==> src/rtl/segment_histogram.sv <==
// segment_histogram
//   Accumulates how often each segment number (0..3) occurs over a window of
//   WINDOW accepted samples, then publishes the four counts and the index of
//   the most frequent segment (lowest index on a tie).
//
// Parameters
//   WINDOW             accepted samples per window, 1..255
// Ports
//   in_clock           system clock, rising edge
//   in_reset           asynchronous active-high reset
//   in_start           one-cycle pulse, opens (or restarts) a window
//   in_valid           in_segment_number carries a sample this cycle
//   in_segment_number  chosen segment, 0..3
//   out_weight0..3     per-segment counts of the last completed window
//   out_max_segment    argmax of the last completed window
//   out_done           one-cycle pulse, new results valid
//   out_busy           high while a window is open or finishing
module segment_histogram #(
    parameter int WINDOW = 8
) (
    input  logic       in_clock,
    input  logic       in_reset,
    input  logic       in_start,
    input  logic       in_valid,
    input  logic [1:0] in_segment_number,
    output logic [7:0] out_weight0,
    output logic [7:0] out_weight1,
    output logic [7:0] out_weight2,
    output logic [7:0] out_weight3,
    output logic [1:0] out_max_segment,
    output logic       out_done,
    output logic       out_busy
);

    localparam logic [7:0] LP_WINDOW = 8'(WINDOW);

    typedef enum logic [1:0] {
        ST_IDLE   = 2'd0,
        ST_COUNT  = 2'd1,
        ST_FINISH = 2'd2
    } state_t;

    state_t          r_state;
    logic [3:0][7:0] r_cnt;
    logic [7:0]      r_n;

    logic [7:0]      w_n_inc;
    logic [7:0]      w_best;
    logic [1:0]      w_max;

    assign w_n_inc = r_n + 8'd1;

    // Strict greater-than keeps the earliest (lowest) index on ties.
    always_comb begin
        w_best = r_cnt[0];
        w_max  = 2'd0;
        for (int unsigned i = 1; i < 4; i++) begin
            if (r_cnt[i] > w_best) begin
                w_best = r_cnt[i];
                w_max  = 2'(i);
            end
        end
    end

    always_ff @(posedge in_clock or posedge in_reset) begin
        if (in_reset) begin
            r_state         <= ST_IDLE;
            r_cnt           <= '0;
            r_n             <= '0;
            out_weight0     <= '0;
            out_weight1     <= '0;
            out_weight2     <= '0;
            out_weight3     <= '0;
            out_max_segment <= '0;
            out_done        <= 1'b0;
            out_busy        <= 1'b0;
        end else begin
            out_done <= 1'b0;
            case (r_state)
                ST_IDLE: begin
                    if (in_start) begin
                        r_cnt    <= '0;
                        r_n      <= '0;
                        r_state  <= ST_COUNT;
                        out_busy <= 1'b1;
                    end
                end
                ST_COUNT: begin
                    if (in_start) begin
                        // Restart: the simultaneous sample is dropped.
                        r_cnt <= '0;
                        r_n   <= '0;
                    end else if (in_valid) begin
                        r_cnt[in_segment_number] <= r_cnt[in_segment_number] + 8'd1;
                        r_n <= w_n_inc;
                        if (w_n_inc == LP_WINDOW) begin
                            r_state <= ST_FINISH;
                        end
                    end
                end
                ST_FINISH: begin
                    out_weight0     <= r_cnt[0];
                    out_weight1     <= r_cnt[1];
                    out_weight2     <= r_cnt[2];
                    out_weight3     <= r_cnt[3];
                    out_max_segment <= w_max;
                    out_done        <= 1'b1;
                    out_busy        <= 1'b0;
                    r_state         <= ST_IDLE;
                end
                default: begin
                    r_state  <= ST_IDLE;
                    out_busy <= 1'b0;
                end
            endcase
        end
    end

endmodule

==> config.mk <==
export PLATFORM = sky130hd
export DESIGN_NAME = segment_histogram
export DESIGN_NICKNAME = d
export VERILOG_FILES = /design/src/rtl/segment_histogram.sv
export SDC_FILE = /design/constraint.sdc
export NUM_CORES = 1
export LEC_CHECK = 0
export ABC_CLOCK_PERIOD_IN_PS = 5900
export BUFFER_PORTS_ARGS = -buffer_cell sky130_fd_sc_hd__clkbuf_2
export CORE_ASPECT_RATIO = 0.7
export CORE_MARGIN = 2
export CORE_UTILIZATION = 25
export CTS_CLUSTER_SIZE = 28
export DETAILED_ROUTE_END_ITERATION = 12
export GPL_ROUTABILITY_DRIVEN = 1
export PLACE_DENSITY = 0.5
export SETUP_SLACK_MARGIN = 0.4
export SLEW_MARGIN = 0
export SYNTH_ARGS = -nofsm -noshare
export SYNTH_HDL_FRONTEND = slang
export SYNTH_SLANG_ARGS = --single-unit
export TNS_END_PERCENT = 50
==> constraint.sdc <==
create_clock -name in_clock -period 5.9 [get_ports in_clock]
set_clock_uncertainty 0.2 [all_clocks]
set_input_delay 1.18 -clock in_clock [delete_from_list [all_inputs] [get_ports in_clock]]
set_output_delay 1.18 -clock in_clock [all_outputs]
set_load 0.1 [all_outputs]
### Yosys cells after proc, flatten, opt, wreduce, memory -nomap -nowiden

Index checks and enable logic that the tools add are counted.

* register bits: 78
* input port bits: 6
* output and inout bits: 36
* logic and storage cells: 61

* add/sub/neg operators: 2
* $lt $le $gt $ge: 5
* equality and inequality tests: 8
* muxes and demuxes: 26
* bitwise operators: 1
* reductions and logical operators: 6

Operators by type and width (number)
* $mux W32: 3
* $pmux W32 S2: 1
* $mux W8: 7
* $bwmux W32: 1
* $gt A8 B8 Y1: 3
* $add A8 B1 Y8 const B: 2
* $bmux W8 S2: 1
* $demux W8 S2: 1
* $pmux W8 S2: 1
* $mux W2: 6
* $eq A8 B4 Y1 const B: 1
* $ne A2 B2 Y1 const B: 4
* $pmux W2 S2: 1
* $reduce_and A4 Y1: 1
* $lt A2 B3 Y1 const B: 1
* $mux W1: 3
* $ne A3 B3 Y1 const B: 1
* $reduce_and A3 Y1: 1
* $eq A2 B1 Y1 const B: 1
* $eq A2 B2 Y1 const B: 1
* $ge A2 B1 Y1 const B: 1
* $logic_not A2 Y1: 1
* $pmux W1 S2: 1
* $reduce_and A2 Y1: 1
* 3 further kinds: 3

### Depth between registers and ports, before layout

* word-level depth: 8
* depth in mapped cells: 22

### Least setup slack after synthesis

No wires, ideal clock.

* path kind: reg-to-reg
* start point: register r_cnt[7] (netlist bit)
* end point: register out_max_segment[0]
* arrival time: 4.176 ns
* slack: 1.404 ns
* cell stages (with the launch flop): 23
* period minus slack after synthesis: 4.496 ns
* path through: dfrtp_1 -> inv_1 -> ha_1 -> nand4_1 -> nor2_1 -> a211o_1 -> clkbuf_1 -> nand3_1 -> and2_1 -> ha_1 -> nor2b_1 -> o211ai_1 -> a21o_1 -> clkbuf_1 -> a31o_2 -> buf_2 -> a31o_2 -> ha_1 -> a21oi_1 -> o221a_2 -> o211ai_1 -> a31o_2 -> a31o_2

* longest elaborated chain between the ends: 6
* elaborated cells between the ends (all ways): 8
* those cells by class: order compare: 3; mux: 5

Ends and longest elaborated chain
* start: declaration: line 44 `logic [3:0][7:0] r_cnt;`
* start signal: indexed assignment: line 94 `r_cnt[in_segment_number] <= r_cnt[in_segment_number] + 8'd1;`
* $gt A8 B8 Y1: line 58 `if (r_cnt[i] > w_best) begin`
* $mux W8: line 58
* $gt A8 B8 Y1: line 58
* $mux W8: line 58
* $gt A8 B8 Y1: line 58
* $mux W2 *: line 58
* end signal: assignment: line 106 `out_max_segment <= w_max;`
* end: declaration: line 30 `output logic [1:0] out_max_segment,`

Every way passes the cells marked *; elsewhere a longest branch is shown, timed or not.
A chain may end at the register's enable or synchronous reset.

### Worst setup path after layout

* start point: register r_cnt[15] (netlist bit)
* end point: register out_max_segment[0]

The elaborated chain is that of the path after synthesis.

==> flow_summary_export.csv <==
group,metric,value,unit
critical_path,startpoint_type,"flop",
critical_path,r2r_setup_slack,830,ps
sta,setup_tns,0,ps
place,numPortBuffers,41,
pwr,finalPower,0.00131,W
finish,multiInputGateArea,2140,um2
floorplan,dieHeight,113,um
sta,worst_slack,826,ps
floorplan,die_area,18100,um2
detailed_routing,first_pass_iters,4,
detailed_routing,ant_nets,0,
worst_hold_path,min-delay-start,"out_weight2[2]",
sta,slew_headroom,0.396,
pwr,clkPwrFrac,0.497,
worst_hold_path,hold_class,"reg2reg",
pwr,p_int,0.000992,W
critical_path,cp-startpoint,"r_cnt[15]",
synthesis,synth_edf_count,0,
global_route,grt_overflow_total,0,
detailed_routing,first_iter_violations,309,
critical_path,crit_fanout,10,
pwr,pwr-share-seq,0.417,
detailed_routing,wirelength,12.2,mm
global_route,grt_usage,0.144,
detailed_routing,drc,0,
finish,stdcell_count,723,
synthesis,synth_area,4250,um2
finish,n_fill_cell,1730,
pwr,swShare,0.240,
finish,drive_above_1_share,0.185,
pwr,comb_power_share,0.086,
critical_path,critPathKind,"reg2reg",
synthesis,synth_cells,455,
place,globalplace.congestion,0.937,
clock_network,cts_htree_levels,3,
clock_network,cts_resized,0,
detailed_routing,vias_per_cell,4.85,
pwr,p_switching,0.000313,W
critical_path,timing.rr.start,"r_cnt[15]",
outcome,status,"finished, final reports clean",
floorplan,die_w,160,um
global_route,grt_max_degree,61,
place,placed_cells,707,
finish,seq_area,1950,um2
floorplan,start_util,0.258,
clock_network,numCtsBuffers,9,
sta,min_period_over_period,0.860,
synthesis,synth_seq_cells,78,
finish,syn_to_final_growth,18.3,%
run,maxCapViolCount,0,
sta,hold_violations,0,
floorplan,rows,39,
clock_network,postCtsSetupRepairBufs,0,
global_route,grt_pass1_vias,3601,
synthesis,ys_seq_area_frac,0.460,
clock_network,clock_sinks,78,
pwr,power_density,260,nW/um2
clock_network,clk_latency,350,ps
sta,max_freq,197,MHz
global_route,grt_antenna_before_repair,0,
critical_path,end_kind,"flop",
floorplan,placeableCoreArea,16400,um2
clock_network,cts_root_buf,"clkbuf_16",
finish,antenna_cells,0,
global_route,grt_pass1_wl,20.2,mm
pwr,p_leak,2.29,nW
synthesis,synth-main-ff-cell,"dfrtp_1",
detailed_routing,vias,3508,
synthesis,syn_nets,487,
clock_network,cts_tree,"yes",
pwr,max-vdd-ir-drop,0.170,mV
finish,fin_nets,525,
sta,finalMaxSlewViolations,0,
floorplan,ioPinCount,42,
clock_network,cts_hold_buffers,0,
sta,worst_hold_slack,278,ps
synthesis,synthDistinctLibCells,48,
critical_path,required,5940,ps
detailed_routing,routedWlPerCell,16.9,um
place,post-place-ws,863,ps
clock_network,clkTransAtPathRegs,70,ps
critical_path,crit_arrival,5120,ps
sta,post-route-min-period,5070,ps
sta,worst_pin_slew,904,ps
sta,rsz0062_at_grt,"no",
place,dp_hpwl,9.14,mm
synthesis,yosysWarnings,0,
clock_network,clockBufferDepth,2,
synthesis,synth_area_per_cell,9.33,um2
synthesis,async_reset_ff_frac,1.00,
sta,final-setup-viol-count,0,
## cell usage after synthesis, types with 3 or more instances
library cell  instances  share of area
clkinv_1              3         0.0027
nand3_1              16          0.019
dfrtp_1              78           0.46
or2_2                 3         0.0044
xnor2_1               4         0.0083
o21ai_1              17          0.020
nor2b_1               5         0.0074
nor2_1               11         0.0097
clkbuf_1             13          0.011
o21bai_1              4         0.0071
o21ai_0              44          0.052
a311oi_1              8          0.017
ha_1                 26          0.077
a31oi_1               3         0.0044
and2_1                8          0.012
nor3_1                4         0.0047
o211ai_1              3         0.0053
xor2_1                4         0.0083
mux4_2                7          0.037
inv_1                15          0.013
nand4_1               7          0.010
a31o_2               10          0.021
xnor2_2               3          0.011
a21oi_1              10          0.012
nand2_1             123           0.11
## sequential cells by signal (all words and copies together), names as in the netlist
name             flops
r_cnt               32
out_weight0          8
out_weight1          8
out_weight2          8
out_weight3          8
r_n                  8
out_max_segment      2
r_state              2
out_busy             1
out_done             1
## critical path, stage by stage, from the launching register on
cell and delay [ps]:
dfrtp_1 470, ha_1 370, nand4_1 210, o21ai_1 650, nand3_1 190, and2_1 210
ha_1 290, a21oi_1 160, nor2b_1 60, o21ai_1 460, a31o_2 390, a31o_2 190
ha_1 230, a21oi_1 140, o221a_2 190, o211ai_1 100, a31o_2 260, a31o_2 200
## metrics by stage
stage	utilization	cell area, um2
detailed placement	0.284	4670
global route	0.305	5020
CTS	0.305	5020
floorplan	-	4250
finish	0.305	5020
global placement	0.284	4670
## power by group through the flow
stage               logic [W]  clock network (W)  registers, W
floorplan           0.0000833                  0      0.000556
global placement     0.000109                  0      0.000554
detailed placement   0.000112                  0      0.000554
CTS                  0.000113           0.000666      0.000544
global route         0.000127           0.000688      0.000544
finish               0.000113           0.000649      0.000544
## cells by family (layout without fill, tap and decap cells)
logic type               after synthesis  in the layout  synth area share
AND/OR/NAND/NOR                      188            188             0.199
AO/OA/AOI/OAI                        108            108             0.156
flip-flops                            78             78             0.460
buffers and inverters                 36             79            0.0377
adder cells (fa/ha/maj)               26             26            0.0766
XOR/XNOR                              11             11            0.0280
multiplexers                           8              8            0.0433
## cells in the final DEF (no fill, tap or decap), types with 5 or more instances in the layout
cell / Yosys / final
a21oi_1: 10 / 10
inv_1: 15 / 14
nand2_1: 123 / 123
clkbuf_16: 0 / 9
nand3_1: 16 / 16
and2_1: 8 / 8
nor2b_1: 5 / 5
nand4_1: 7 / 7
mux4_2: 7 / 7
dfrtp_1: 78 / 78
o21ai_0: 44 / 44
clkbuf_2: 0 / 41
a31o_2: 10 / 10
a311oi_1: 8 / 8
o21ai_1: 17 / 17
nor2_1: 11 / 11
ha_1: 26 / 26
## layer usage
metal,vias to the layer above,wire length [um],GRT usage
met3,10,719,0.0352
met1,1713,6340,0.219
met4,0,110,0.0339
met2,103,5080,0.204
li1,1682,-,-
met5,-,0,0
## cell type report
| class | instances | share of cell area |
|---|---|---|
| clock buffer | 9 | 0.0449 |
| clock inverter | 7 | 0.0239 |
| inverter | 18 | 0.0137 |
| multi-input combinational | 341 | 0.426 |
| sequential | 78 | 0.389 |
| tap | 225 | 0.0561 |
| timing repair buffer | 45 | 0.0468 |
## worst paths after layout
kind	cells after the start	to
hold reg to reg	2	out_weight2[2]
setup / recovery	17	out_max_segment[0]
setup reg to reg	17	out_max_segment[0]
hold / removal	2	out_weight2[2]
max in group asynchronous	3	out_weight2[2]
min in group asynchronous	2	out_weight1[3]
Power figures use the tool's default switching activity.
